`config.mk`:
```
export PLATFORM = sky130hd
export DESIGN_NAME = muldiv_unit_flat
export DESIGN_NICKNAME = d
export VERILOG_FILES = /design/src/rtl/muldiv_if.sv /design/src/rtl/muldiv_unit.sv /design/src/flat_wrapper.sv
export SDC_FILE = /design/constraint.sdc
export NUM_CORES = 1
export LEC_CHECK = 0
export ABC_CLOCK_PERIOD_IN_PS = 4800
export CORE_MARGIN = 5
export CORE_UTILIZATION = 45
export DETAILED_ROUTE_END_ITERATION = 12
export PLACE_DENSITY = 0.66
export REMOVE_ABC_BUFFERS = 1
export SLEW_MARGIN = 10
export SYNTH_ARGS = -nofsm -noshare
export SYNTH_HDL_FRONTEND = slang
export SYNTH_SLANG_ARGS = --single-unit
export TNS_END_PERCENT = 10
```
`constraint.sdc`:
```
create_clock -name clk -period 4.8 [get_ports clk]
set_clock_uncertainty 0.1 [all_clocks]
set_input_delay 0.96 -clock clk [delete_from_list [all_inputs] [get_ports clk]]
set_output_delay 0.96 -clock clk [all_outputs]
set_load 0.02 [all_outputs]
```
`src/rtl/muldiv_if.sv`:
```
// Handshake and result bundle between the pipeline and the multiply/divide unit.
// The pipeline side is the master; the unit is the slave.
interface muldiv_if #(parameter int W = 32);
    logic         start;
    logic [1:0]   op;
    logic [W-1:0] opA;
    logic [W-1:0] opB;
    logic         mthi;
    logic         mtlo;
    logic [W-1:0] mt_data;
    logic         busy;
    logic         done;
    logic [W-1:0] hi;
    logic [W-1:0] lo;

    modport master (
        output start, op, opA, opB, mthi, mtlo, mt_data,
        input  busy, done, hi, lo
    );

    modport slave (
        input  start, op, opA, opB, mthi, mtlo, mt_data,
        output busy, done, hi, lo
    );
endinterface

```
`src/rtl/muldiv_unit.sv`:
```
// Iterative MIPS-style HI/LO unit: W-cycle shift-add multiply and restoring divide
// on operand magnitudes, followed by one sign-fix cycle.
module muldiv_unit #(
    parameter int W = 32
) (
    input  logic     clk,
    input  logic     rst,
    muldiv_if.slave  bus
);
    typedef enum logic [1:0] {IDLE, CALC, FIX} state_t;

    localparam int            CW   = $clog2(W + 1);
    localparam logic [CW-1:0] LAST = CW'(W - 1);

    state_t       r_state;
    state_t       w_state_next;
    logic         r_is_div;
    logic         r_sign_a;
    logic         r_sign_b;
    logic         r_div0;
    logic [CW-1:0] r_cnt;
    logic [W-1:0] r_m;
    logic [W-1:0] r_upper;
    logic [W-1:0] r_lower;
    logic [W-1:0] r_hi;
    logic [W-1:0] r_lo;
    logic         r_done;

    logic         w_signed;
    logic         w_sa;
    logic         w_sb;
    logic [W-1:0] w_abs_a;
    logic [W-1:0] w_abs_b;
    logic [W:0]   w_addend;
    logic [W:0]   w_sum;
    logic [W:0]   w_shift;
    logic [W:0]   w_diff;
    logic [2*W-1:0] w_prod;
    logic [2*W-1:0] w_prod_fix;
    logic [W-1:0] w_quo;
    logic [W-1:0] w_rem;

    assign w_signed = ~bus.op[0];
    assign w_sa     = w_signed & bus.opA[W-1];
    assign w_sb     = w_signed & bus.opB[W-1];
    assign w_abs_a  = w_sa ? -bus.opA : bus.opA;
    assign w_abs_b  = w_sb ? -bus.opB : bus.opB;

    // Multiply: r_upper accumulates, r_lower holds the multiplier and collects low product bits.
    assign w_addend = r_lower[0] ? {1'b0, r_m} : {(W+1){1'b0}};
    assign w_sum    = {1'b0, r_upper} + w_addend;
    // Divide: r_upper is the partial remainder, r_lower shifts dividend out and quotient in.
    assign w_shift  = {r_upper, r_lower[W-1]};
    assign w_diff   = w_shift - {1'b0, r_m};

    assign w_prod     = {r_upper, r_lower};
    assign w_prod_fix = (r_sign_a ^ r_sign_b) ? -w_prod : w_prod;
    // A zero divisor leaves an all-ones quotient that must not be sign-flipped.
    assign w_quo      = r_div0 ? {W{1'b1}} : ((r_sign_a ^ r_sign_b) ? -r_lower : r_lower);
    assign w_rem      = r_sign_a ? -r_upper : r_upper;

    always_ff @(posedge clk) begin
        if (rst) r_state <= IDLE;
        else     r_state <= w_state_next;
    end

    always_comb begin
        w_state_next = r_state;
        case (r_state)
            IDLE:    if (bus.start) w_state_next = CALC;
            CALC:    if (r_cnt == LAST) w_state_next = FIX;
            FIX:     w_state_next = IDLE;
            default: w_state_next = IDLE;
        endcase
    end

    always_ff @(posedge clk) begin
        if (rst) begin
            r_is_div <= 1'b0;
            r_sign_a <= 1'b0;
            r_sign_b <= 1'b0;
            r_div0   <= 1'b0;
            r_cnt    <= '0;
            r_m      <= '0;
            r_upper  <= '0;
            r_lower  <= '0;
            r_hi     <= '0;
            r_lo     <= '0;
            r_done   <= 1'b0;
        end else begin
            r_done <= 1'b0;
            case (r_state)
                IDLE: begin
                    if (bus.start) begin
                        r_is_div <= bus.op[1];
                        r_sign_a <= w_sa;
                        r_sign_b <= w_sb;
                        r_div0   <= bus.op[1] && (bus.opB == '0);
                        r_cnt    <= '0;
                        r_upper  <= '0;
                        r_m      <= bus.op[1] ? w_abs_b : w_abs_a;
                        r_lower  <= bus.op[1] ? w_abs_a : w_abs_b;
                    end else begin
                        if (bus.mthi) r_hi <= bus.mt_data;
                        if (bus.mtlo) r_lo <= bus.mt_data;
                    end
                end
                CALC: begin
                    r_cnt <= r_cnt + 1'b1;
                    if (r_is_div) begin
                        if (!w_diff[W]) begin
                            r_upper <= w_diff[W-1:0];
                            r_lower <= {r_lower[W-2:0], 1'b1};
                        end else begin
                            r_upper <= w_shift[W-1:0];
                            r_lower <= {r_lower[W-2:0], 1'b0};
                        end
                    end else begin
                        r_upper <= w_sum[W:1];
                        r_lower <= {w_sum[0], r_lower[W-1:1]};
                    end
                end
                FIX: begin
                    r_done <= 1'b1;
                    if (r_is_div) begin
                        r_lo <= w_quo;
                        r_hi <= w_rem;
                    end else begin
                        r_lo <= w_prod_fix[W-1:0];
                        r_hi <= w_prod_fix[2*W-1:W];
                    end
                end
                default: ;
            endcase
        end
    end

    assign bus.busy = (r_state != IDLE);
    assign bus.done = r_done;
    assign bus.hi   = r_hi;
    assign bus.lo   = r_lo;
endmodule

```
`src/flat_wrapper.sv`:
```
// flat-port wrapper written by rule: the top's interface ports become plain ports
module muldiv_unit_flat 
#(
    parameter int W = 32
)
  (clk, rst, bus_start, bus_op, bus_opA, bus_opB, bus_mthi, bus_mtlo, bus_mt_data, bus_busy, bus_done, bus_hi, bus_lo);
  muldiv_if #(.W(W)) bus_i ();
  input  logic clk;
  input  logic rst;
  input wire logic [$bits(bus_i.start)-1:0] bus_start;
  input wire logic [$bits(bus_i.op)-1:0] bus_op;
  input wire logic [$bits(bus_i.opA)-1:0] bus_opA;
  input wire logic [$bits(bus_i.opB)-1:0] bus_opB;
  input wire logic [$bits(bus_i.mthi)-1:0] bus_mthi;
  input wire logic [$bits(bus_i.mtlo)-1:0] bus_mtlo;
  input wire logic [$bits(bus_i.mt_data)-1:0] bus_mt_data;
  output wire logic [$bits(bus_i.busy)-1:0] bus_busy;
  output wire logic [$bits(bus_i.done)-1:0] bus_done;
  output wire logic [$bits(bus_i.hi)-1:0] bus_hi;
  output wire logic [$bits(bus_i.lo)-1:0] bus_lo;
  assign bus_i.start = bus_start;
  assign bus_i.op = bus_op;
  assign bus_i.opA = bus_opA;
  assign bus_i.opB = bus_opB;
  assign bus_i.mthi = bus_mthi;
  assign bus_i.mtlo = bus_mtlo;
  assign bus_i.mt_data = bus_mt_data;
  assign bus_busy = bus_i.busy;
  assign bus_done = bus_i.done;
  assign bus_hi = bus_i.hi;
  assign bus_lo = bus_i.lo;
  muldiv_unit #(.W(W)) u_core (.clk(clk), .rst(rst), .bus(bus_i));
endmodule
```
=== Word-level counts from Yosys, hierarchy flattened ===
Index checks and enable logic that the tools add are counted.

* Bitwise logic cells: 4
* Mux-type cells: 31
* Reductions and logical operators: 11
* Eq/ne operators: 8
* $add $sub $neg: 8

{| class="wikitable"
|+ Operator list
! operator !! count
|-
| 2-to-1 mux 32 bit || 19
|-
| one-hot mux 32 bit (2 select lines) || 4
|-
| negator 32 bit || 4
|-
| 2-to-1 mux 64 bit || 1
|-
| negator 64 bit || 1
|-
| adder 32 x 33 -> 33 bit || 1
|-
| subtractor 33 x 32 -> 33 bit || 1
|-
| zero test 32 bit || 1
|-
| one-hot mux 6 bit (2 select lines) || 1
|-
| inequality test 2 bit (second input constant) || 4
|-
| adder 6 x 1 -> 6 bit (second input constant) || 1
|-
| equality test 6 x 5 -> 1 bit (second input constant) || 1
|-
| 2-to-1 mux 6 bit || 1
|-
| AND reduction 2 bit || 3
|-
| AND reduction 3 bit || 2
|-
| nonzero test 2 bit || 3
|-
| 2-to-1 mux 2 bit || 2
|-
| one-hot mux 2 bit (2 select lines) || 1
|-
| bitwise AND 1 bit || 2
|-
| equality test 2 x 1 -> 1 bit (second input constant) || 1
|-
| equality test 2 bit (second input constant) || 1
|-
| zero test 2 bit || 1
|-
| 2-to-1 mux 1 bit || 2
|-
| inequality test 2 x 1 -> 1 bit (second input constant) || 1
|-
| other kinds (3) || 3
|}

* Input port bits: 103
* Register bits: 173
* Output and inout bits: 66

=== Logic depth before layout (Yosys ltp) ===
* Word-level depth: 6
* Mapped depth: 14
* Depth with buffers taken out: 13

=== Worst setup path before layout ===
No wires, ideal clock.

* Path kind: register to register
* Start point: register u_core.r_lower[0]
* End point: register u_core.r_upper[31]
* Slack: 1.365 ns
* Stages on the path, launching flop included: 14
* Period minus slack after synthesis: 3.435 ns
* Data arrival time: 3.204 ns
* Data required time: 4.569 ns
* Buffers on the path: 1
* Cell sequence: dfxtp_1 -> inv_1 -> clkbuf_1 -> nor2_1 -> ha_1 -> a21o_1 -> or3_1 -> o21ai_0 -> a21oi_1 -> a2111oi_2 -> o21ai_0 -> a2111oi_0 -> a311o_1 -> nor3_1

* Longest elaborated chain between the ends: 4

{| class="wikitable"
|+ Ends and longest elaborated chain
! item !! RTL line !! RTL
|-
| from (decl) || muldiv_unit.sv:24 || <nowiki>logic [W-1:0] r_lower;</nowiki>
|-
| from (signal assigned) || muldiv_unit.sv:102 || <nowiki>r_lower <= bus.op[1] ? w_abs_a : w_abs_b;</nowiki>
|-
| from (signal assigned) || muldiv_unit.sv:113 || <nowiki>r_lower <= {r_lower[W-2:0], 1'b1};</nowiki>
|-
| from (signal assigned) || muldiv_unit.sv:116 || <nowiki>r_lower <= {r_lower[W-2:0], 1'b0};</nowiki>
|-
| 2-to-1 mux 32 bit || muldiv_unit.sv:50 || <nowiki>assign w_addend = r_lower[0] ? {1'b0, r_m} : {(W+1){1'b0}};</nowiki>
|-
| adder 32 x 33 -> 33 bit || muldiv_unit.sv:51 || <nowiki>assign w_sum = {1'b0, r_upper} + w_addend;</nowiki>
|-
| 2-to-1 mux 32 bit || muldiv_unit.sv:110 || <nowiki>if (r_is_div) begin</nowiki>
|-
| one-hot mux 32 bit (2 select lines) || muldiv_unit.sv:92 || <nowiki>case (r_state)</nowiki>
|-
| to (signal assigned) || muldiv_unit.sv:112 || <nowiki>r_upper <= w_diff[W-1:0];</nowiki>
|-
| to (signal assigned) || muldiv_unit.sv:115 || <nowiki>r_upper <= w_shift[W-1:0];</nowiki>
|-
| to (signal assigned) || muldiv_unit.sv:119 || <nowiki>r_upper <= w_sum[W:1];</nowiki>
|-
| to (decl) || muldiv_unit.sv:23 || <nowiki>logic [W-1:0] r_upper;</nowiki>
|}

Every way passes these cells.
A chain may end at the register's enable or synchronous reset.

=== Final worst setup path ===
Ends and elaborated chain as after synthesis.

==> results.md <==
- Area after DPL: 16700 um^2
- Reg2reg path depth: 13
- Syn Std Cell Area: roughly 15000 um^2
- Setup crit start: u_core.r_lower[0]$_SDFFE_PP0P_
- Grt ovf: 0
- Number of synthesized flops with an enable pin: 0
- Final WL: approximately 52000 um
- Initial antenna violation count: 0
- Worst slew pin tran: between 1000 and 1500 ps
- Fin crit share: 0.854
- CP max stage delay: approximately 570 ps
- Post-synthesis sequential area ratio: 0.235
- CTS Buf Count: 17
- Hold EP: u_core.bus.lo[18]$_SDFFE_PP0P_
- Routed Antenna Nets: 0
- Design area: ~17000 um^2
- HP Class: reg -> reg
- RSZ-0062 raised after global routing: no
- First-pass GRT wire length: between 70000 and 80000 um
- Core area: between 30000 and 40000 um^2
- Synth warn: 0
- DPL Wire Length: between 30000 and 40000 um
- Vias in the first global route: approximately 14k
- Fin. max-slew vios: 0
- Critical Path End Type: flip-flop
- ANT cells: 0
- Syn Area/Cell: about 7.4 um^2
- # rows: between 60 and 70
- Drt drc: 0
- Post-synth top area cell: dfxtp_1
- Root Buffer: clkbuf_16
- WHS Path Cells: 2
- Setup TNS: 0 ps
- Area contributors post-synth: dfxtp_1 24%, a21oi_1 7.3%, ha_1 5.9%
- Filler cell count: 3118
- Clk Latency, worst-skew pair: 440 ps
- Vias: 15.5k
- Register area: around 3500 um^2
- CTS H-tree depth: 4
- Period minus WS final: between 4000 and 5000 ps
- Post-CTS Resized: 0
- Reg2Reg Capture Point: u_core.r_upper[31]$_SDFFE_PP0P_
- GP Congestion: around 0.90
- Synth Instances: approximately 2.0k
- Die width: about 190 um
- Clock Tree Buf Depth: 2
- Crit path kind: reg -> reg
- Max cap viols: 0
- Clock edge transition at the registers on the reported setup and hold paths: around 70 ps
- PortBufs: 168
- Async set or reset register ratio after synthesis: 0
- Yosys top cell area share: 0.235
- Area of the multi-input gates: 10500 um^2
- Critical Path Fanout Max: 26
- CTS tree: yes
- PD cells: about 280 nW/um^2
- Starting DRC count in detailed routing: approximately 1.3k
- GRT Total Usage: 0.273
- Synth cell types: slightly below 80
- Flops & latches, synth: between 150 and 200
- Clk sinks: between 150 and 200
- Die area: 36400 um^2
- Synth Flop Type: dfxtp_1
- Final Hold Violating Endpoints: 0
- Ports: between 150 and 200
- Peak VDD IR: between 0.2 and 0.25 mV
- Largest net degree at the start of global routing: between 90 and 100
- Layout Nets: about 2.2k
- Final setup fails: 0
- Worst path slowest cell: a2111oi_2
- Starting Density: 0.453
- Postcts setup bufs: 0
- Fraction of layout instances using a drive strength above 1: 0.0476
- Area delta synth->final: 17.8%
- Fmax: approximately 0.24 GHz
- Leak pwr: 6.69 nW
- Avg WL per Cell: 20.7 um
- Avg Vias per Cell: slightly above 6
- Outcome: completed
- Drt first pass iters: 8
- Reg2reg start: u_core.r_lower[0]$_SDFFE_PP0P_
- Startpoint type of the worst setup path: flip-flop
- Hold Crit Start: u_core.bus.lo[18]$_SDFFE_PP0P_
- Worst path required time: 5010 ps
- Max-slew headroom: 0.172
- R2R Setup Slk: 700 ps
- Crit path arrival time: about 4300 ps
- Die height: approximately 190 um
- CP cell instances: inv_1 > buf_4 > nor2_1 > ha_1 > or3_1 > o21ai_0 > a21oi_1 > buf_4 > a2111oi_2 > o21ai_0 > a2111oi_0 > a311o_1 > nor3_1
- Hold-fix buffer count after cts: 0
==> layout by cell type, fill, tap and decap left out, drive strengths merged, types with 16 or more instances in the layout <==
cell / n
o21ai: 108
nor4: 18
a211oi: 91
dfxtp: 173
nand2: 194
nor2: 214
a31oi: 22
inv: 71
a22oi: 16
o221ai: 37
nand2b: 21
o31ai: 19
ha: 69
nor2b: 21
o211ai: 30
nand3: 21
clkdlybuf4s50: 166
a21oi: 216
clkbuf: 20
xnor2: 82
xor2: 92
nor3: 43
a21o: 29
buf: 33
mux2i: 83
==> flip-flops by register name, summed over array words and instances (netlist names) <==
| register | count |
|---|---|
| u_core.r_upper | 32 |
| u_core.bus.lo | 32 |
| u_core.r_is_div | 1 |
| u_core.r_div0 | 1 |
| u_core.r_lower | 32 |
| u_core.bus.done | 1 |
| u_core.r_m | 32 |
| u_core.r_state | 2 |
| u_core.bus.hi | 32 |
| u_core.r_sign_a | 1 |
| u_core.r_sign_b | 1 |
| u_core.r_cnt | 6 |
==> kinds of logic (layout without fill, tap and decap cells) <==
logic type	count (synthesis)	in the layout	synth area share
compound gates	657	657	0.289
xor+xnor	174	174	0.104
flops	173	173	0.235
fa+ha+maj	71	71	0.0614
mux	86	86	0.0587
buf+inv	206	300	0.0548
simple gates	617	617	0.198
==> Yosys cell counts, types with 69 or more instances <==
| cell type | n |
|---|---|
| mux2i_1 | 83 |
| a21oi_1 | 216 |
| xnor2_1 | 82 |
| a211oi_1 | 91 |
| inv_1 | 69 |
| dfxtp_1 | 173 |
| xor2_1 | 92 |
| ha_1 | 69 |
| nor2_1 | 214 |
| o21ai_0 | 107 |
| clkbuf_1 | 115 |
| nand2_1 | 193 |
==> metal layers <==
layer / wire length (um) / GRT usage / part of all wire / vias up
li1: - / - / - / 7413
met5: 83 / 0.0179 / 0.0016 / -
met4: 2280 / 0.114 / 0.044 / 2
met1: 22500 / 0.356 / 0.43 / 7396
met2: 23900 / 0.442 / 0.46 / 593
met3: 3330 / 0.0518 / 0.064 / 112
==> critical path: cells and delay by family (launching register included) <==
family	cells	cell delay (ps)
fa+ha+maj	1	220
flops	1	370
buf+inv	3	780
simple gates	3	520
compound gates	6	1980
==> area by class of cell <==
| class | count | share of cell area |
|---|---|---|
| clock inverters | 12 | 0.0120 |
| inverters | 69 | 0.0149 |
| clock buffers | 20 | 0.0263 |
| repair buffers | 199 | 0.110 |
| flip-flops and latches | 173 | 0.200 |
| well taps | 442 | 0.0319 |
| multi-input cells | 1605 | 0.605 |
==> where the power goes <==
| group | switching (W) | internal, W |
|---|---|---|
| Clock | 0.000643 | 0.000959 |
| Sequential | 0.000121 | 0.00152 |
| Combinational | 0.000940 | 0.000652 |
==> worst max-delay path by stage <==
stage	to	slack [ps]
6_report	u_core.r_upper[31]$_SDFFE_PP0P_	700
5_1_grt	u_core.r_upper[31]$_SDFFE_PP0P_	340
4_1_cts	u_core.r_upper[31]$_SDFFE_PP0P_	770
3_5_place_dp	u_core.r_m[30]$_SDFFE_PP0P_	600
3_3_place_gp	u_core.r_m[30]$_SDFFE_PP0P_	650
2_1_floorplan	u_core.bus.hi[16]$_SDFFE_PP0P_	-380
==> stage by stage <==
step | total power, W | hold slack, ps | util | cells | setup slack, ps
floorplan | 0.00269 | 326 | - | 1847 | -383
global placement | 0.00322 | 339 | 0.514 | 2488 | 649
detailed placement | 0.00323 | 342 | 0.514 | 2488 | 602
CTS | 0.00481 | 352 | 0.534 | 2520 | 765
global route | 0.00504 | 371 | 0.534 | 2520 | 344
finish | 0.00484 | 350 | 0.534 | 2520 | 702
No activity file was read; power rests on OpenSTA's default activity.
